<file path="src/rtl/control_sequencer_pkg.sv">
// Shared definitions for the instruction control sequencer.
// Holds the state encoding and the opcodes that steer the ALU/MEM stages.
package control_sequencer_pkg;

    typedef enum logic [2:0] {
        ST_IDLE   = 3'd0,
        ST_FETCH  = 3'd1,
        ST_DECODE = 3'd2,
        ST_REGRD  = 3'd3,
        ST_ALU    = 3'd4,
        ST_MEM    = 3'd5,
        ST_WB     = 3'd6,
        ST_HALTED = 3'd7
    } state_e;

    localparam logic [3:0] OP_LOAD  = 4'b1000;
    localparam logic [3:0] OP_STORE = 4'b1001;
    localparam logic [3:0] OP_JUMP  = 4'b1100;
    localparam logic [3:0] OP_HALT  = 4'b1111;

endpackage

</file>
<file path="src/rtl/control_sequencer.sv">
// Multi-cycle instruction sequencer: walks FETCH..WB per instruction, honours
// halt requests at instruction boundaries and counts retired instructions.
module control_sequencer
    import control_sequencer_pkg::*;
#(
    parameter int CNT_W = 16
) (
    input  logic             clock,
    input  logic             reset_n,
    input  logic             run,
    input  logic             halt_req,
    input  logic             mem_ready,
    input  logic [3:0]       opcode,
    output logic             en_fetch,
    output logic             en_decode,
    output logic             en_regrd,
    output logic             en_alu,
    output logic             en_mem,
    output logic             en_wb,
    output logic             pc_load,
    output logic             busy,
    output logic [2:0]       state,
    output logic [CNT_W-1:0] retired
);

    state_e             state_q, state_d;
    logic               halt_pend_q, halt_pend_d;
    logic [CNT_W-1:0]   retired_q, retired_d;
    logic               instr_end;
    logic               retire;
    logic               pend_now;

    always_ff @(posedge clock or negedge reset_n) begin
        if (!reset_n) begin
            state_q     <= ST_IDLE;
            halt_pend_q <= 1'b0;
            retired_q   <= '0;
        end else begin
            state_q     <= state_d;
            halt_pend_q <= halt_pend_d;
            retired_q   <= retired_d;
        end
    end

    always_comb begin
        state_d   = state_q;
        instr_end = 1'b0;
        retire    = 1'b0;
        pc_load   = 1'b0;
        en_fetch  = 1'b0;
        en_decode = 1'b0;
        en_regrd  = 1'b0;
        en_alu    = 1'b0;
        en_mem    = 1'b0;
        en_wb     = 1'b0;
        busy      = (state_q != ST_IDLE) && (state_q != ST_HALTED);
        // A halt raised on the final cycle of an instruction still takes effect.
        pend_now  = halt_pend_q | (busy & halt_req);

        case (state_q)
            ST_IDLE: begin
                if (run) state_d = ST_FETCH;
            end
            ST_FETCH: begin
                en_fetch = 1'b1;
                if (mem_ready) state_d = ST_DECODE;
            end
            ST_DECODE: begin
                en_decode = 1'b1;
                state_d   = ST_REGRD;
            end
            ST_REGRD: begin
                en_regrd = 1'b1;
                state_d  = ST_ALU;
            end
            ST_ALU: begin
                en_alu = 1'b1;
                case (opcode)
                    OP_LOAD, OP_STORE: state_d = ST_MEM;
                    OP_JUMP: begin
                        pc_load   = 1'b1;
                        instr_end = 1'b1;
                    end
                    OP_HALT: begin
                        state_d = ST_HALTED;
                        retire  = 1'b1;
                    end
                    default: state_d = ST_WB;
                endcase
            end
            ST_MEM: begin
                en_mem = 1'b1;
                if (mem_ready) begin
                    if (opcode == OP_LOAD) state_d = ST_WB;
                    else                   instr_end = 1'b1;
                end
            end
            ST_WB: begin
                en_wb     = 1'b1;
                instr_end = 1'b1;
            end
            ST_HALTED: begin
                if (run) state_d = ST_FETCH;
            end
            default: state_d = ST_IDLE;
        endcase

        if (instr_end) begin
            retire  = 1'b1;
            state_d = pend_now ? ST_IDLE : ST_FETCH;
        end

        halt_pend_d = ((state_d == ST_IDLE) || (state_d == ST_HALTED)) ? 1'b0 : pend_now;
        retired_d   = retire ? retired_q + CNT_W'(1) : retired_q;
    end

    assign state   = state_q;
    assign retired = retired_q;

endmodule
</file>
<file path="config.mk">
export PLATFORM = sky130hd
export DESIGN_NAME = control_sequencer
export DESIGN_NICKNAME = d
export VERILOG_FILES = /design/src/rtl/control_sequencer_pkg.sv /design/src/rtl/control_sequencer.sv
export SDC_FILE = /design/constraint.sdc
export NUM_CORES = 1
export LEC_CHECK = 0
export CORE_MARGIN = 2
export CORE_UTILIZATION = 50
export CTS_CLUSTER_SIZE = 25
export DETAILED_ROUTE_END_ITERATION = 16
export MAX_ROUTING_LAYER = met4
export PLACE_DENSITY_LB_ADDON = 0.15
export SLEW_MARGIN = 10
export SYNTH_ARGS = -nofsm -noshare
export SYNTH_HDL_FRONTEND = slang
export SYNTH_SLANG_ARGS = --single-unit
</file>
<file path="constraint.sdc">
create_clock -name clock -period 5 [get_ports clock]
set_clock_uncertainty 0.05 [all_clocks]
set_input_delay 0.75 -clock clock [delete_from_list [all_inputs] [get_ports clock]]
set_output_delay 0.75 -clock clock [all_outputs]
set_load 0.01 [all_outputs]
</file>
==> flow_summary.yaml, run 1 <==
run_status:
  outcome: "complete, no violations"
timing:
  tightest_slew_ps: 865
  slew_viol_final: 0
  final_hold_viol_count: 0
  rsz0062_at_grt: "no"
  setup_viol: 0
  finalSetupTns_ps: 0
  period_needed_ps: 3000
  timing.final.crit_share_pct: 60.0
  fmax_ghz: 0.333
  slew_headroom_pct: 42.2
clocking:
  tritoncts: "done"
  cts_buffers: 3
  max-clock-path-buffers: 2
  post_cts_buffers: 0
  post_cts_resized: 0
  cts-root-buf: "clkbuf_4"
  postCtsHoldBufs: 0
  cts.clk_slew.worst_paths_ps: 110
  htree_num_levels: 1
  cts_sinks: 20
  insertion_delay_ps: 300
global_route:
  gr-total-overflow: 0
  grt_first_pass_wirelength_um: 4000
  grt_pass1_vias: 904
  antenna_found_initial: 0
  grt_max_degree: 21
  grt_usage_pct: 19.6
layout:
  layout-drive-gt1-share_pct: 14.5
  n_antenna_cell: 0
  num-nets-final: 163
  syn_to_final_growth_pct: 31.2
  final_core_util_pct: 70.8
critical_path:
  arrival_ps: 2200
  crit_path_end_kind: "primary output"
  cp_slowest_stage_delay_ps: 570
  crit_path_start: "opcode[1]"
  cp-endpoint: "pc_load"
  critical_path.most_common_cell: "clkdlybuf4s50_1"
  worstPathMaxFanout: 5
  startpoint_type: "input port"
  crit_chain: "clkdlybuf4s50_1 -> inv_1 -> nand2_1 -> nor3_1 -> clkdlybuf4s50_1"
  r2r_cells: 5
  cp.required_ps: 4200
  r2r-start: "state[2]$_DFF_PN0_"
  path_class: "input port to primary output"
  reg2reg_slack_ps: 3010
  cpMaxStageDelayCell: "clkdlybuf4s50_1"
  rr_endpoint: "retired[13]$_DFFE_PN0P_"
drt:
  first_pass_iters: 4
  vias: 982
  drt-initial-drc-count: 9
  drc_errors: 0
  antenna_left: 0
  post_drt_wl_per_cell_um: 13.9
  via_per_inst: 5.46
  drt-total-wl_um: 2500
synth:
  netlist_area_sq_mm: 0.00123
  syn_inst: 118
  synthesis.nets: 128
  ys.warnings.count: 0
  synth.ff_latch_count: 20
  ys_types: 39
  avgSynthCellArea_sq_um: 10.4
  yosysSeqAreaShare_pct: 40.8
placement:
  io_buffer_count: 35
  gp_congestion: 0.773
  dp_hpwl_um: 1810
floorplanning:
  rows: 17
  die_x_um: 53.5
  die_h_um: 53.5
  initial_utilization_pct: 53.9
  die_area_sq_mm: 0.00287
  core_area_sq_mm: 0.00228
  ios: 36
power:
  p_leak_nw: 0.624
  irDropWorstVdd_uv: 398
  pwr_density_cell_mw_per_mm2: 546
flow_run:
  cap_viol_max_count: 0
min_path:
  whs_path_depth: 1
  min_path_type: "flop to flop"
==> routing by layer <==
layer,track usage [%],vias up,wire [um]
met5,-,-,0
met4,7.69,0,29
met3,1.67,4,119
met2,31.9,28,1170
met1,25.5,457,1180
li1,-,493,-
==> cell families (layout without fill, tap and decap cells) <==
logic type | count (synthesis) | count (layout) | share of synthesized area, %
AND/OR/NAND/NOR | 56 | 56 | 30.5
flip-flops | 20 | 20 | 40.8
adder cells (fa/ha/maj) | 1 | 1 | 1.02
XOR/XNOR | 16 | 16 | 11.4
AO/OA/AOI/OAI | 15 | 15 | 10.4
multiplexers | 2 | 2 | 1.83
buffers and inverters | 8 | 42 | 4.08
==> worst max-delay path, delay by kind of cell <==
| family | cells | cell delay, ps |
|---|---|---|
| buf+inv | 3 | 1210 |
| simple gates | 2 | 240 |
==> flip-flops by register name, indices dropped and copies added, names as in the netlist <==
| signal | flops |
|---|---|
| halt_pend_q | 1 |
| retired | 16 |
| state | 3 |
==> worst min path at each step <==
stage                                 start                       to  slack [ps]
floorplan                           reset_n    halt_pend_q$_DFF_PN0_         400
global placement    retired[15]$_DFFE_PN0P_  retired[15]$_DFFE_PN0P_         410
detailed placement  retired[15]$_DFFE_PN0P_  retired[15]$_DFFE_PN0P_         410
CTS                 retired[15]$_DFFE_PN0P_  retired[15]$_DFFE_PN0P_         430
global route        retired[15]$_DFFE_PN0P_  retired[15]$_DFFE_PN0P_         440
finish              retired[15]$_DFFE_PN0P_  retired[15]$_DFFE_PN0P_         420
==> metrics by stage <==
stage	cell area (sq um)	total power [W]	hold WS (ps)	worst slack, ps	std cells
finish	1610	0.000880	420	2000	180
global route	1610	0.000949	438	1930	180
CTS	1610	0.000888	427	2030	180
detailed placement	1570	0.000792	409	2030	176
global placement	1570	0.000781	407	2130	176
floorplan	1230	0.000606	404	2780	118
==> synthesized netlist by cell type <==
master | n | area [sq um]
nand3_1 | 6 | 30.0
nor3_2 | 4 | 40.0
nand3b_1 | 1 | 7.51
buf_8 | 1 | 15.0
o31a_1 | 1 | 8.76
o21ai_0 | 2 | 10.0
inv_1 | 3 | 11.3
o2bb2ai_1 | 1 | 8.76
buf_4 | 2 | 15.0
nor3b_1 | 5 | 37.5
nand2b_1 | 2 | 12.5
nor4b_2 | 1 | 15.0
nor4_2 | 2 | 25.0
o211a_4 | 1 | 17.5
a311oi_1 | 1 | 8.76
nor3_1 | 4 | 20.0
buf_1 | 1 | 3.75
or4b_4 | 1 | 13.8
xor2_1 | 13 | 114
nand3b_2 | 1 | 11.3
o221a_2 | 1 | 11.3
nor3b_2 | 3 | 37.5
o21ai_1 | 2 | 10.0
mux2_2 | 1 | 11.3
a211o_1 | 1 | 8.76
a21oi_1 | 2 | 10.0
nor2_1 | 7 | 26.3
ha_1 | 1 | 12.5
o32ai_1 | 1 | 8.76
and3_2 | 1 | 7.51
and3_1 | 5 | 31.3
dfrtp_1 | 20 | 500
mux2_1 | 1 | 11.3
a211oi_2 | 2 | 25.0
nand4_1 | 3 | 18.8
and2_1 | 1 | 6.26
nand2_1 | 9 | 33.8
buf_2 | 1 | 5.00
xnor2_1 | 3 | 26.3
==> area by class of cell <==
class | count | area [sq um]
well taps | 28 | 35.0
flip-flops and latches | 20 | 500
repair buffers | 35 | 350
clock buffers | 4 | 36.3
multi-input cells | 90 | 677
inverters | 3 | 11.3
fillers | 179 | 666
==> where the power goes <==
| group | switching [W] | internal [W] | total (W) |
|---|---|---|---|
| clock network | 0.0000483 | 0.0000444 | 0.0000927 |
| registers | 0.000108 | 0.000218 | 0.000326 |
| logic | 0.000205 | 0.000257 | 0.000461 |
| total | 0.000361 | 0.000519 | 0.000880 |
==> cell usage in the layout, fill, tap and decap left out <==
master	instances
a311oi_1	1
clkbuf_4	3
dfrtp_1	20
inv_1	3
clkbuf_8	1
nor4b_2	1
and3_1	5
nand2_1	9
o21ai_1	2
o32ai_1	1
nor3_2	4
o31a_1	1
mux2_1	1
o211a_4	1
nor4_2	2
xor2_1	13
nor3b_2	3
nor3_1	4
a211o_1	1
a211oi_2	2
and3_2	1
a21oi_1	2
nand2b_1	2
or4b_4	1
mux2_2	1
clkdlybuf4s50_1	35
nor2_1	7
o2bb2ai_1	1
nand4_1	3
o221a_2	1
nor3b_1	5
o21ai_0	2
nand3_1	6
nand3b_1	1
ha_1	1
nand3b_2	1
and2_1	1
xnor2_1	3
Note: power is estimated with default switching activity, not from simulation.
==> run 2, diff against run 1 <==
--- a/config.mk
+++ b/config.mk
@@ -6,7 +6,7 @@
 export NUM_CORES = 1
 export LEC_CHECK = 0
 export CORE_MARGIN = 2
-export CORE_UTILIZATION = 50
+export CORE_UTILIZATION = 47
 export CTS_CLUSTER_SIZE = 25
 export DETAILED_ROUTE_END_ITERATION = 16
 export MAX_ROUTING_LAYER = met4
==> constraint.sdc (replaced) <==
create_clock -name clock -period 3.2 [get_ports clock]
set_clock_uncertainty 0.05 [all_clocks]
set_input_delay 0.48 -clock clock [delete_from_list [all_inputs] [get_ports clock]]
set_output_delay 0.48 -clock clock [all_outputs]
set_load 0.01 [all_outputs]
==> flow_summary.yaml, run 2 (same netlist as run 1, synthesis figures left out) <==
global_route:
  grt_pass1_vias: 918
  grt_usage_pct: 19.6
  antenna_found_initial: 0
  gr-total-overflow: 0
  grt_first_pass_wirelength_um: 4110
  grt_max_degree: 21
clocking:
  cts_sinks: 20
  cts_buffers: 3
  tritoncts: "done"
  post_cts_buffers: 0
  post_cts_resized: 0
  postCtsHoldBufs: 0
  cts.clk_slew.worst_paths_ps: 120
  cts-root-buf: "clkbuf_4"
  htree_num_levels: 1
  max-clock-path-buffers: 2
  insertion_delay_ps: 300
timing:
  fmax_ghz: 0.391
  fin_ws_ps: 644
  period_needed_ps: 2560
  timing.final.crit_share_pct: 79.9
  final_hold_viol_count: 0
  rsz0062_at_grt: "no"
  finalSetupTns_ps: 0
  setup_viol: 0
  tightest_slew_ps: 873
  slew_headroom_pct: 41.6
  slew_viol_final: 0
floorplanning:
  die_area_sq_mm: 0.00304
  die_h_um: 55.1
  ios: 36
  rows: 18
  core_area_sq_mm: 0.00248
  initial_utilization_pct: 49.5
  die_x_um: 55.1
drt:
  drc_errors: 0
  post_drt_wl_per_cell_um: 13.8
  drt-initial-drc-count: 12
  vias: 980
  first_pass_iters: 4
  via_per_inst: 5.38
  drt-total-wl_um: 2510
  antenna_left: 0
power:
  pwr_density_cell_mw_per_mm2: 884
  irDropWorstVdd_uv: 725
  p_leak_nw: 0.631
layout:
  nFillCells: 223
  layout-drive-gt1-share_pct: 14.5
  final_core_util_pct: 65.8
  multiInputGateArea_sq_um: 677
  n_antenna_cell: 0
  num-nets-final: 163
  regArea_sq_um: 500
  final_common_cell: "clkdlybuf4s50_1"
  final_cell_mix: "clkdlybuf4s50_1 (35), dfrtp_1 (20), xor2_1 (13), nand2_1 (9), nor2_1 (7)"
  largest_reg_flops: 16
  syn_to_final_growth_pct: 32.7
  finalInstanceArea_sq_mm: 0.00163
placement:
  io_buffer_count: 35
  dp_hpwl_um: 1860
  gp_congestion: 0.784
  post_dp_cell_area_sq_mm: 0.00158
  dp_slack_ps: 674
critical_path:
  worstPathMaxFanout: 15
  crit_path_end_kind: "primary output"
  cp.required_ps: 2670
  startpoint_type: "flop"
  arrival_ps: 2030
  path_class: "flop to primary output"
run_status:
  outcome: "complete, no violations"
flow_run:
  cap_viol_max_count: 0
min_path:
  min_path_type: "flop to flop"
-- run 2: changes by cell type in the layout (fill, tap and decap cells not counted) --
| cell | previous run | this run |
|---|---|---|
| bufinv_16 | 0 | 1 |
| clkbuf_8 | 1 | 0 |
-- run 2: layout make-up --
class                           count  share of cell area (%)
Sequential cell                    20                    30.7
Clock inverter                      1                    1.84
Multi-Input combinational cell     90                    41.6
Inverter                            3                   0.691
Tap cell                           30                    2.30
Clock buffer                        3                    1.38
Timing Repair Buffer               35                    21.5
-- run 2: final timing paths --
kind	start	endpoint	slack (ps)	cells past startpoint
worst min-delay path	retired[15]$_DFFE_PN0P_	retired[15]$_DFFE_PN0P_	420	1
min in group asynchronous	reset_n	retired[14]$_DFFE_PN0P_	610	1
worst max register to register	state[0]$_DFF_PN0_	halt_pend_q$_DFF_PN0_	1250	5
max in group asynchronous	reset_n	retired[1]$_DFFE_PN0P_	1940	1
worst min register to register	retired[15]$_DFFE_PN0P_	retired[15]$_DFFE_PN0P_	420	1
worst max-delay path	state[2]$_DFF_PN0_	pc_load	640	4
-- run 2: power breakdown --
part / switching (W) / total [W] / internal, W
Sequential: 0.000166 / 0.000507 / 0.000341
Clock: 0.0000743 / 0.000201 / 0.000127
Combinational: 0.000331 / 0.000731 / 0.000401
Total: 0.000571 / 0.00144 / 0.000868
-- run 2: metrics by stage --
step,hold WS (ps),power [W],std cells
floorplan,134,0.000947,118
global placement,406,0.00123,178
detailed placement,413,0.00124,178
CTS,430,0.00145,182
global route,459,0.00154,182
finish,423,0.00144,182
-- run 2: worst max-delay path, cell delays in order, from the launching register on --
cell	delay, ps
dfrtp_1	630
nor3b_2	300
nand2_1	80
nor3_1	170
clkdlybuf4s50_1	560
-- run 2: layer usage --
metal	vias up	track usage, %	part of all wire, %
met3	2	3.23	3.8
met5	-	-	0
met2	21	31.5	47
li1	493	-	-
met1	464	25.8	48
met4	0	4.88	0.64
==> run 3, diff against run 2 <==
==> constraint.sdc (replaced) <==
create_clock -name clock -period 2.6 [get_ports clock]
set_clock_uncertainty 0.05 [all_clocks]
set_input_delay 0.39 -clock clock [delete_from_list [all_inputs] [get_ports clock]]
set_output_delay 0.39 -clock clock [all_outputs]
set_load 0.01 [all_outputs]
==> flow_summary.yaml, run 3 (same netlist as run 1, synthesis figures left out) <==
clocking:
  htree_num_levels: 1
  cts_sinks: 20
  tritoncts: "done"
  cts.clk_slew.worst_paths_ps: 110
  cts_buffers: 3
  max-clock-path-buffers: 2
  post_cts_buffers: 0
  cts-root-buf: "clkbuf_4"
  postCtsHoldBufs: 0
  insertion_delay_ps: 300
  post_cts_resized: 0
critical_path:
  startpoint_type: "flop"
  crit_path_end_kind: "primary output"
  arrival_ps: 1960
  cp_slowest_stage_delay_ps: 560
  crit_path_start: "state[1]$_DFF_PN0_"
  rr_endpoint: "halt_pend_q$_DFF_PN0_"
  critical-path-top-delay-family: "simple AND/OR/NAND/NOR gates"
  cpMaxStageDelayCell: "clkdlybuf4s50_1"
  cp-endpoint: "pc_load"
  critical_path_cell_count: 4
  reg2reg_slack_ps: 630
  path_class: "flop to primary output"
  crit_chain: "nor3b_2 -> nand2_1 -> nor3_1 -> clkdlybuf4s50_1"
  worstPathMaxFanout: 16
  r2r_cells: 5
  r2r-start: "state[0]$_DFF_PN0_"
  cp.required_ps: 2160
  path_buf_inv: 1
drt:
  first_pass_iters: 4
  antenna_left: 0
  drt-initial-drc-count: 16
  vias: 1006
  drt-total-wl_um: 2610
  drc_errors: 0
  post_drt_wl_per_cell_um: 14.1
  via_per_inst: 5.44
power:
  pwr_density_cell_mw_per_mm2: 1080
  seq_power_share_pct: 34.3
  irDropWorstVdd_uv: 730
  p_int_w: 0.00108
  p_sw_w: 0.000709
  p_clk_share_pct: 13.9
  switching_share_pct: 39.6
  p_comb_share_pct: 51.7
  p_leak_nw: 0.646
layout:
  finalInstanceArea_sq_mm: 0.00165
  final_common_cell: "clkdlybuf4s50_1"
  final_cell_mix: "clkdlybuf4s50_1 (35), dfrtp_1 (20), xor2_1 (13), nand2_1 (9), nor2_1 (7)"
  layout-drive-gt1-share_pct: 16.1
  num-nets-final: 166
  n_antenna_cell: 0
  syn_to_final_growth_pct: 34.6
  largest_reg_flops: 16
  nFillCells: 223
run_status:
  outcome: "complete, no violations"
timing:
  final_hold_viol_count: 0
  rsz0062_at_grt: "no"
  slew_headroom_pct: 68.0
  period_needed_ps: 2400
  slew_viol_final: 0
  timing.final.crit_share_pct: 92.2
  tightest_slew_ps: 479
  setup_viol: 0
  fmax_ghz: 0.417
  finalSetupTns_ps: 0
floorplanning:
  initial_utilization_pct: 49.5
  die_area_sq_mm: 0.00304
  die_h_um: 55.1
  core_area_sq_mm: 0.00248
  ios: 36
  rows: 18
  die_x_um: 55.1
global_route:
  gr-total-overflow: 0
  grt_usage_pct: 19.9
  grt_first_pass_wirelength_um: 4230
  grt_pass1_vias: 925
  grt_max_degree: 21
  antenna_found_initial: 0
placement:
  gp_congestion: 0.778
  post_dp_cell_area_sq_mm: 0.00160
  io_buffer_count: 35
  dp_hpwl_um: 1930
flow_run:
  cap_viol_max_count: 0
min_path:
  min_path_type: "input port to async pin"
## run 3: changes by cell type in the layout (fill, tap and decap cells not counted)
cell	delta
buf_4	+3
## run 3: worst min path at each step
stage                                        from                 endpoint  depth (start not counted)
after global routing                      reset_n  retired[15]$_DFFE_PN0P_                          2
after floorplan                           reset_n    halt_pend_q$_DFF_PN0_                          0
after detailed placement  retired[15]$_DFFE_PN0P_  retired[15]$_DFFE_PN0P_                          1
after CTS                                 reset_n  retired[14]$_DFFE_PN0P_                          2
final                                     reset_n  retired[13]$_DFFE_PN0P_                          2
after global placement    retired[15]$_DFFE_PN0P_  retired[15]$_DFFE_PN0P_                          1
## run 3: through the flow
stage	hold WS, ps	utilization, %	setup slack, ps	cells	total power, W
after global routing	378	66.7	88.1	185	0.00191
after floorplan	44.4	-	737	118	0.00116
after global placement	406	64.5	225	181	0.00152
after detailed placement	416	64.5	168	181	0.00154
final	370	66.7	203	185	0.00179
after CTS	367	66.7	184	185	0.00181
## run 3: per-layer routing
| layer | track usage [%] | routed length, um | vias to the layer above |
|---|---|---|---|
| met2 | 31.2 | 1210 | 27 |
| met3 | 3.23 | 113 | 2 |
| met1 | 26.7 | 1270 | 479 |
| li1 | - | - | 498 |
| met4 | 5.69 | 12 | 0 |
| met5 | - | 0 | - |
## run 3: area by class of cell
type                            instances  area, sq um  share of cell area (%)
Multi-Input combinational cell         90          677                    41.0
Tap cell                               30         37.5                    2.27
Sequential cell                        20          500                    30.3
Clock buffer                            3         22.5                    1.36
Timing Repair Buffer                   38          373                    22.6
Clock inverter                          1         30.0                    1.82
Inverter                                3         11.3                   0.682
## run 3: power groups by stage
stage | logic [W] | registers [W] | clock network, W
floorplan | 0.000578 | 0.000587 | 0
global placement | 0.000914 | 0.000609 | 0
detailed placement | 0.000928 | 0.000616 | 0
CTS | 0.000936 | 0.000612 | 0.000260
global route | 0.00101 | 0.000632 | 0.000270
finish | 0.000925 | 0.000614 | 0.000249
